==> src/rtl/wb_writeback_unit_if.sv <==
// Bundle between the memory stage, data memory, register-file write port and the writeback unit.
// The unit takes the slave modport; the surrounding pipeline takes the master modport.
interface wb_writeback_unit_if #(
    parameter int XLEN = 32
);
    logic            in_valid;
    logic            in_ready;
    logic            in_reg_wr;
    logic [4:0]      in_rd;
    logic [1:0]      in_wb_sel;
    logic [2:0]      in_funct3;
    logic [XLEN-1:0] in_alu_result;
    logic [XLEN-1:0] in_pc4;
    logic [XLEN-1:0] in_imm;
    logic            dmem_rvalid;
    logic [XLEN-1:0] dmem_rdata;
    logic            reg_wr;
    logic [4:0]      waddr;
    logic [XLEN-1:0] wdata;
    logic            stall;
    logic            load_err;

    modport master (
        output in_valid, in_reg_wr, in_rd, in_wb_sel, in_funct3,
               in_alu_result, in_pc4, in_imm, dmem_rvalid, dmem_rdata,
        input  in_ready, reg_wr, waddr, wdata, stall, load_err
    );

    modport slave (
        input  in_valid, in_reg_wr, in_rd, in_wb_sel, in_funct3,
               in_alu_result, in_pc4, in_imm, dmem_rvalid, dmem_rdata,
        output in_ready, reg_wr, waddr, wdata, stall, load_err
    );
endinterface

==> src/rtl/wb_writeback_unit.sv <==
// Writeback stage: drives the register-file write port from retiring instructions,
// waiting in WAIT_LOAD for a data-memory response and flagging loads that time out.
module wb_writeback_unit #(
    parameter int XLEN         = 32,
    parameter int LOAD_TIMEOUT = 16
) (
    input logic                clock,
    input logic                reset,
    wb_writeback_unit_if.slave bus
);
    localparam int CNT_W = $clog2(LOAD_TIMEOUT + 1);

    typedef enum logic {
        IDLE,
        WAIT_LOAD
    } state_e;

    state_e           state_q, state_d;
    logic [CNT_W-1:0] count_q, count_d;
    logic [4:0]       rd_q, rd_d;
    logic [2:0]       funct3_q, funct3_d;
    logic [1:0]       off_q, off_d;
    logic             ld_wr_q, ld_wr_d;
    logic             reg_wr_q, reg_wr_d;
    logic [4:0]       waddr_q, waddr_d;
    logic [XLEN-1:0]  wdata_q, wdata_d;
    logic             load_err_q, load_err_d;

    logic [7:0]       byte_sel;
    logic [15:0]      half_sel;
    logic [XLEN-1:0]  load_data;

    // Load formatting works on the latched offset/type against the live response word.
    always_comb begin
        byte_sel = 8'(bus.dmem_rdata >> {off_q, 3'b000});
        half_sel = 16'(bus.dmem_rdata >> {off_q[1], 4'b0000});
        case (funct3_q)
            3'b000:  load_data = {{(XLEN-8){byte_sel[7]}}, byte_sel};
            3'b100:  load_data = {{(XLEN-8){1'b0}}, byte_sel};
            3'b001:  load_data = {{(XLEN-16){half_sel[15]}}, half_sel};
            3'b101:  load_data = {{(XLEN-16){1'b0}}, half_sel};
            default: load_data = bus.dmem_rdata;
        endcase
    end

    always_comb begin
        // NOTE: every signal gets a default before the case so no path leaves it unassigned (no latch).
        state_d    = state_q;
        count_d    = count_q;
        rd_d       = rd_q;
        funct3_d   = funct3_q;
        off_d      = off_q;
        ld_wr_d    = ld_wr_q;
        reg_wr_d   = 1'b0;
        waddr_d    = waddr_q;
        wdata_d    = wdata_q;
        load_err_d = 1'b0;

        case (state_q)
            IDLE: begin
                if (bus.in_valid) begin
                    if (bus.in_wb_sel == 2'b01) begin
                        state_d  = WAIT_LOAD;
                        count_d  = '0;
                        rd_d     = bus.in_rd;
                        funct3_d = bus.in_funct3;
                        off_d    = bus.in_alu_result[1:0];
                        ld_wr_d  = bus.in_reg_wr && (bus.in_rd != 5'd0);
                    end else if (bus.in_reg_wr && (bus.in_rd != 5'd0)) begin
                        reg_wr_d = 1'b1;
                        waddr_d  = bus.in_rd;
                        case (bus.in_wb_sel)
                            2'b10:   wdata_d = bus.in_pc4;
                            2'b11:   wdata_d = bus.in_imm;
                            default: wdata_d = bus.in_alu_result;
                        endcase
                    end
                end
            end
            WAIT_LOAD: begin
                // A response in the final allowed cycle still counts as on time.
                if (bus.dmem_rvalid) begin
                    state_d = IDLE;
                    if (ld_wr_q) begin
                        reg_wr_d = 1'b1;
                        waddr_d  = rd_q;
                        wdata_d  = load_data;
                    end
                end else if (count_q == CNT_W'(LOAD_TIMEOUT - 1)) begin
                    state_d    = IDLE;
                    load_err_d = 1'b1;
                end else begin
                    count_d = count_q + 1'b1;
                end
            end
        endcase
    end

    // NOTE: sequential state uses non-blocking assignments so all flops update from pre-edge values.
    always_ff @(posedge clock) begin
        if (reset) begin
            state_q    <= IDLE;
            count_q    <= '0;
            rd_q       <= '0;
            funct3_q   <= '0;
            off_q      <= '0;
            ld_wr_q    <= 1'b0;
            reg_wr_q   <= 1'b0;
            waddr_q    <= '0;
            wdata_q    <= '0;
            load_err_q <= 1'b0;
        end else begin
            state_q    <= state_d;
            count_q    <= count_d;
            rd_q       <= rd_d;
            funct3_q   <= funct3_d;
            off_q      <= off_d;
            ld_wr_q    <= ld_wr_d;
            reg_wr_q   <= reg_wr_d;
            waddr_q    <= waddr_d;
            wdata_q    <= wdata_d;
            load_err_q <= load_err_d;
        end
    end

    assign bus.in_ready = (state_q == IDLE) && !reset;
    assign bus.stall    = (state_q == WAIT_LOAD) && !reset;
    assign bus.reg_wr   = reg_wr_q;
    assign bus.waddr    = waddr_q;
    assign bus.wdata    = wdata_q;
    assign bus.load_err = load_err_q;
endmodule

==> src/flat_wrapper.sv <==
// flat-port wrapper written by rule: the top's interface ports become plain ports
module wb_writeback_unit_flat 
#(
    parameter int XLEN         = 32,
    parameter int LOAD_TIMEOUT = 16
)
  (clock, reset, bus_in_valid, bus_in_reg_wr, bus_in_rd, bus_in_wb_sel, bus_in_funct3, bus_in_alu_result, bus_in_pc4, bus_in_imm, bus_dmem_rvalid, bus_dmem_rdata, bus_in_ready, bus_reg_wr, bus_waddr, bus_wdata, bus_stall, bus_load_err);
  wb_writeback_unit_if #(.XLEN(XLEN)) bus_i ();
  input logic clock;
  input logic reset;
  input wire logic [$bits(bus_i.in_valid)-1:0] bus_in_valid;
  input wire logic [$bits(bus_i.in_reg_wr)-1:0] bus_in_reg_wr;
  input wire logic [$bits(bus_i.in_rd)-1:0] bus_in_rd;
  input wire logic [$bits(bus_i.in_wb_sel)-1:0] bus_in_wb_sel;
  input wire logic [$bits(bus_i.in_funct3)-1:0] bus_in_funct3;
  input wire logic [$bits(bus_i.in_alu_result)-1:0] bus_in_alu_result;
  input wire logic [$bits(bus_i.in_pc4)-1:0] bus_in_pc4;
  input wire logic [$bits(bus_i.in_imm)-1:0] bus_in_imm;
  input wire logic [$bits(bus_i.dmem_rvalid)-1:0] bus_dmem_rvalid;
  input wire logic [$bits(bus_i.dmem_rdata)-1:0] bus_dmem_rdata;
  output wire logic [$bits(bus_i.in_ready)-1:0] bus_in_ready;
  output wire logic [$bits(bus_i.reg_wr)-1:0] bus_reg_wr;
  output wire logic [$bits(bus_i.waddr)-1:0] bus_waddr;
  output wire logic [$bits(bus_i.wdata)-1:0] bus_wdata;
  output wire logic [$bits(bus_i.stall)-1:0] bus_stall;
  output wire logic [$bits(bus_i.load_err)-1:0] bus_load_err;
  assign bus_i.in_valid = bus_in_valid;
  assign bus_i.in_reg_wr = bus_in_reg_wr;
  assign bus_i.in_rd = bus_in_rd;
  assign bus_i.in_wb_sel = bus_in_wb_sel;
  assign bus_i.in_funct3 = bus_in_funct3;
  assign bus_i.in_alu_result = bus_in_alu_result;
  assign bus_i.in_pc4 = bus_in_pc4;
  assign bus_i.in_imm = bus_in_imm;
  assign bus_i.dmem_rvalid = bus_dmem_rvalid;
  assign bus_i.dmem_rdata = bus_dmem_rdata;
  assign bus_in_ready = bus_i.in_ready;
  assign bus_reg_wr = bus_i.reg_wr;
  assign bus_waddr = bus_i.waddr;
  assign bus_wdata = bus_i.wdata;
  assign bus_stall = bus_i.stall;
  assign bus_load_err = bus_i.load_err;
  wb_writeback_unit #(.XLEN(XLEN), .LOAD_TIMEOUT(LOAD_TIMEOUT)) u_core (.clock(clock), .reset(reset), .bus(bus_i));
endmodule
==> config.mk <==
export PLATFORM = sky130hd
export DESIGN_NAME = wb_writeback_unit_flat
export DESIGN_NICKNAME = d
export VERILOG_FILES = /design/src/rtl/wb_writeback_unit_if.sv /design/src/rtl/wb_writeback_unit.sv /design/src/flat_wrapper.sv
export SDC_FILE = /design/constraint.sdc
export NUM_CORES = 1
export LEC_CHECK = 0
export ABC_AREA = 1
export BUFFER_PORTS_ARGS = -buffer_cell sky130_fd_sc_hd__clkbuf_2
export CORE_MARGIN = 2
export CORE_UTILIZATION = 40
export DETAILED_ROUTE_END_ITERATION = 8
export PLACE_DENSITY = 0.76
export SETUP_SLACK_MARGIN = 0.3
export SLEW_MARGIN = 20
export SYNTH_ARGS = -nofsm -noshare
export SYNTH_HDL_FRONTEND = slang
export SYNTH_SLANG_ARGS = --single-unit
==> constraint.sdc <==
create_clock -name clock -period 3.4 [get_ports clock]
set_input_delay 0.68 -clock clock [delete_from_list [all_inputs] [get_ports clock]]
set_output_delay 0.68 -clock clock [all_outputs]
set_load 0.005 [all_outputs]
Yosys cells after proc, flatten, opt, wreduce, memory -nomap -nowiden
Index checks and enable logic that the tools add are counted.
{ "totals": {"ff_bits": 56, "in_bits": 143, "elab_cells": 70} }
{ "op_classes": {"add_sub_neg": 1, "eq_ne": 15, "shifts": 2, "muxes": 31, "bitwise": 1, "reduce_logical": 10} }
{ "ops": {"columns": ["operator", "count"], "rows": [
  ["two-way mux 32 bit", 5],
  ["case mux 32 bit (2 select lines)", 2],
  ["case mux 32 bit (4 select lines)", 1],
  ["two-way mux 5 bit", 9],
  ["right shift 32 x 5 -> 16 bit", 1],
  ["right shift 32 x 5 -> 8 bit", 1],
  ["case mux 5 bit (2 select lines)", 2],
  ["inequality test 2 bit (second input constant)", 6],
  ["two-way mux 1 bit", 10],
  ["equality test 3 bit (second input constant)", 2],
  ["adder 5 x 1 -> 5 bit (second input constant)", 1],
  ["equality test 5 x 4 -> 1 bit (second input constant)", 1],
  ["AND reduction 5 bit", 1],
  ["nonzero test 5 bit", 1],
  ["equality test 2 bit (second input constant)", 2],
  ["inequality test 2 x 1 -> 1 bit (second input constant)", 2],
  ["case mux 1 bit (2 select lines)", 2],
  ["AND reduction 4 bit", 1],
  ["equality test 3 x 1 -> 1 bit (second input constant)", 1],
  ["logical AND 1 bit", 3],
  ["zero test 3 bit", 1],
  ["AND reduction 3 bit", 1],
  ["OR reduction 3 bit", 1],
  ["equality test 2 x 1 -> 1 bit (second input constant)", 1],
  ["other kinds (2)", 2]
]} }

Depth between registers and ports, before layout
{ "depth": {"word_depth": 6, "depth_mapped": 11} }

Worst setup path after synthesis
Ideal clock, no wire load.
{ "synth_timing": {"kind": "input to output", "startpoint": "input port reset", "endpoint": "output port bus_stall", "arrival_time_ns": 1.023, "setup_slack_ns": 1.697, "path_stages": 2, "path_buffers": 1, "cell_sequence": "clkbuf_1 nor2_1"} }
{ "synth_between": {"elab_chain_cells": 2} }
{ "synth_rtl": {"columns": ["element", "line", "rtl"], "rows": [
  ["from (decl)", "flat_wrapper.sv:10", "input logic reset;"],
  ["zero test 1 bit", "wb_writeback_unit.sv:127", "assign bus.stall = (state_q == WAIT_LOAD) && !reset;"],
  ["logical AND 1 bit", "wb_writeback_unit.sv:127", null],
  ["to (decl)", "flat_wrapper.sv:25", "output wire logic [$bits(bus_i.stall)-1:0] bus_stall;"]
]} }
No other way between the ends.

Final worst setup path
{ "layout_timing": {"startpoint": "register u_core.off_q[1]", "endpoint": "register u_core.wdata_q[12] (netlist: u_core.bus.wdata[12])"} }
{ "layout_between": {"elab_chain_cells": 5, "elab_cells_between_ends": 6} }
{ "layout_rtl": {"columns": ["element", "line", "rtl"], "rows": [
  ["from (decl)", "wb_writeback_unit.sv:22", "logic [1:0] off_q, off_d;"],
  ["from (signal assigned)", "wb_writeback_unit.sv:106", "off_q <= '0;"],
  ["from (signal assigned)", "wb_writeback_unit.sv:117", "off_q <= off_d;"],
  ["right shift 32 x 5 -> 16 bit / right shift 32 x 5 -> 8 bit (equally long branches)", "wb_writeback_unit.sv:36, wb_writeback_unit.sv:35", null],
  ["case mux 32 bit (4 select lines) (*)", "wb_writeback_unit.sv:37", "case (funct3_q)"],
  ["two-way mux 32 bit (*)", "wb_writeback_unit.sv:84", "if (ld_wr_q) begin"],
  ["two-way mux 32 bit (*)", "wb_writeback_unit.sv:82", "if (bus.dmem_rvalid) begin"],
  ["case mux 32 bit (2 select lines) (*)", "wb_writeback_unit.sv:59", "case (state_q)"],
  ["to (signal assigned)", "wb_writeback_unit.sv:121", "wdata_q <= wdata_d;"],
  ["to (decl)", "wb_writeback_unit.sv:26", "logic [XLEN-1:0] wdata_q, wdata_d;"]
]} }
Every way passes the cells marked *; elsewhere a longest branch is shown, timed or not. The select of a mux whose other input is x is not followed.
A chain may end at the register's enable or synchronous reset.

==> summary.md <==
| Metric | Value |
|---|---|
| Slew Limit Fails | 0 |
| CTS tree | done |
| Post-CTS setup buffers | 0 |
| Post-Syn Area per Cell | 5.90 µm² |
| Largest net degree at the start of global routing | 49 |
| Most common cell in the netlist | nand2_1 |
| Proportion of layout cells with a drive suffix above 1 | 27.4% |
| DRT Wirelength | 13,100 µm |
| Area contributors post-synth | dfxtp_1 (29%), nand2_1 (22%), a21oi_1 (12%) |
| CP Depth | 8 |
| Die Y | 102 µm |
| Synth unique cells | 25 |
| EDFF count, synth | 0 |
| Critical Path, Cell by Cell | inv_2 > nand2_1 > nand3_1 > nand2_1 > nand2_1 > nand2_1 > nand2_1 > a21oi_1 |
| Max_cap viols | 0 |
| Ys async rst share | 0% |
| RSZ-0062 raised after global routing | no |
| WP data arrival | roughly 2500 ps |
| Main combinational cell family by area after synthesis | simple AND/OR/NAND/NOR gates |
| First drt pass iteration count | 5 |
| Ys flop type | dfxtp_1 |
| Yosys warns | 0 |
| Vias per Instance | 4.99 |
| Detailed placer's ending HPWL | 9910 µm |
| Number of global-route vias before repair | 4,125 |
| Post-Synth Simple-Gate Area | 43.8% |
| Inserted Diodes | 0 |
| H-tree depth | 2 |
| Post-Place Setup Slack | 970 ps |
| Fillers | 1,005 |
| Period utilization | 66.3% |
| Mapped Area | 3830 µm² |
| DRC viols | 0 |
| Flops & latches, synth | 56 |
| Status | completed |
| Final hold violation count | 0 |
| Area Growth Syn to Fin | 27.6% |
| Final GP Congestion | approximately 0.88 |
| Clock Path Buffers | 2 |
| CP Data Required Time | 3650 ps |
| Power Dens Cells | 325 nW/µm² |
| Post-synthesis sequential area ratio | roughly 29% |
| Critical Path Start | u_core.off_q[1] |
| CTS buffer count | 5 |
| Leakage power | roughly 2.6 nW |
| Starting density of the core | 41.2% |
| Post-CTS sizing | 0 |
| Die X | just over 100 µm |
| Post-DRT Antenna Nets | 0 |
| Final worst setup slack | between 1000 and 1500 ps |
| Hold crit path type | register to register |
| Cells on worst reg2reg path | 8 |
| Crit Path Category | register to register |
| Clk root buf | clkbuf_8 |
| Slew headroom | 33.9% |
| Post-synth net total | 794 |
| Clk sinks | 56 |
| Global-route wire length before repair | 20,100 µm |
| Post-synthesis compound-gate area fraction | 16.1% |
| XOR/XNOR Fraction of Synth Area | 0% |
| VDD IR max | 0.000215 V |
| Total Power | 1.59 mW |
| Clk_lat worst skew | ~320 ps |
| Die area | 10,400 µm² |
| Final #Nets | 952 |
| Vias | around 4,700 |
| Critical path endpoint | u_core.bus.wdata[12] |
| Gr ovfl total | 0 |
| Hold-fix buffers at CTS | 0 |
| Min cycle time layout | 2250 ps |
| Core footprint | 9280 µm² |
| Initial antenna violation count | 0 |
| Placed insts | 929 |
| Mux contribution to synthesized area | 0% |
| Setup crit start kind | register |
| RR Endpoint | u_core.bus.wdata[12] |
| Port buffer count | 183 |
| Fin Clk Skew | 8.20 ps |
| Synth top cells by count | nand2_1 (223), a21oi_1 (89), nand3_1 (78) |
| Final std cells w/o fill | 937 |
| Reg-to-Reg Start | u_core.off_q[1] |
| Cell count after synthesis | 649 |
| Std-Cell Rows | 35 |
| Highest clock rate | 0.444 GHz |
| Critical path capture point type | register |
| Yosys top cell by area | dfxtp_1 |
| CP max stage cell | dfxtp_1 |
| Worst-path fanout max | 24 |
| WP buf/inv | 1 |
| DR iter-0 viols | 213 |
| Total GRT Usage | roughly a quarter |
| Setup violations, final | 0 |
| Kind of cell adding the most delay to the critical path | simple AND/OR/NAND/NOR gates |
| Least-Margin Pin Slew | approximately 990 ps |
| DR WL/cell | 14.0 µm |
| Adder-Cell Fraction of Synth Area | 0.654% |
| Setup TNS | 0 ps |
| Flop-to-flop setup slack | 1150 ps |
| Ports | 184 |
| Largest stage delay, worst path | ~690 ps |
| Most common cell on crit path | nand2_1 |
| Worst-path clk slew | 110 ps |
| Proportion of netlist area held by the largest area contributor | 29.3% |
[cell families (layout without fill, tap and decap cells)]
group                    Yosys count  count (layout)
flip-flops                        56              56
AND/OR/NAND/NOR                  381             381
buffers and inverters             89             248
AO/OA/AOI/OAI                    121             121
adder cells (fa/ha/maj)            2               2
[sequential cells by signal, indices dropped and copies added (netlist names)]
register             cells
u_core.bus.reg_wr        1
u_core.ld_wr_q           1
u_core.rd_q              5
u_core.bus.load_err      1
u_core.off_q             2
u_core.bus.wdata        32
u_core.funct3_q          3
u_core.state_q           1
u_core.bus.waddr         5
u_core.count_q           5
[through the flow]
step	cell area, µm²	hold WS (ps)	utilization, %
finish	4880	483	52.6
global route	4880	494	52.6
CTS	4880	481	52.6
detailed placement	4770	460	51.4
global placement	4770	456	51.4
floorplan	3830	453	-
[cell usage in the layout (no fill, tap or decap)]
cell type / instances
bufinv_16: 1
nand2_2: 5
a31oi_1: 6
nand2_4: 1
clkbuf_1: 1
nor3_1: 4
nor2_2: 4
inv_1: 38
o21ai_0: 24
nand3b_1: 24
ha_1: 2
nand2_1: 223
a21oi_1: 89
nor3_4: 1
nor2_1: 39
clkbuf_8: 5
dfxtp_1: 55
o21ai_1: 1
nand3_1: 78
buf_4: 10
clkbuf_2: 183
inv_6: 1
clkinv_1: 2
inv_2: 7
o211a_1: 1
dfxtp_2: 1
nand3_2: 2
[per-layer routing]
layer	wire length [µm]	part of all wire, %	track usage [%]
met5	0	0	0
met4	127	0.97	4.41
met3	955	7.3	3.76
met2	6120	47	41.6
met1	5930	45	32.9
[final cells by class]
cell class,instances,area (µm²),area share [%]
clock buffers,6,72.6,1.49
clock inverters,2,38.8,0.794
inverters,47,176,3.61
multi-input cells,504,2320,47.5
flip-flops and latches,56,1120,23.0
well taps,129,161,3.31
repair buffers,193,991,20.3
[how the worst min path moves through the flow]
| stage | cells after the start | from | slack (ps) | to |
|---|---|---|---|---|
| finish | 2 | u_core.bus.wdata[5] | 480 | u_core.bus.wdata[5] |
| global route | 2 | u_core.bus.wdata[1] | 490 | u_core.bus.wdata[1] |
| CTS | 2 | u_core.bus.wdata[1] | 480 | u_core.bus.wdata[1] |
| detailed placement | 2 | u_core.bus.wdata[1] | 460 | u_core.bus.wdata[1] |
| global placement | 2 | u_core.bus.wdata[7] | 460 | u_core.bus.wdata[7] |
| floorplan | 2 | u_core.ld_wr_q | 450 | u_core.ld_wr_q |
[where the power goes]
part / internal, mW / switching (mW)
Combinational: 0.174 / 0.238
Clock: 0.224 / 0.241
Sequential: 0.691 / 0.0209
[worst register-to-register path, cell delays in order (launching register included)]
cell,delay [ps]
dfxtp_1,690
inv_2,230
nand2_1,140
nand3_1,80
nand2_1,90
nand2_1,470
nand2_1,240
nand2_1,100
a21oi_1,150
(Power assumes the default switching activity.)
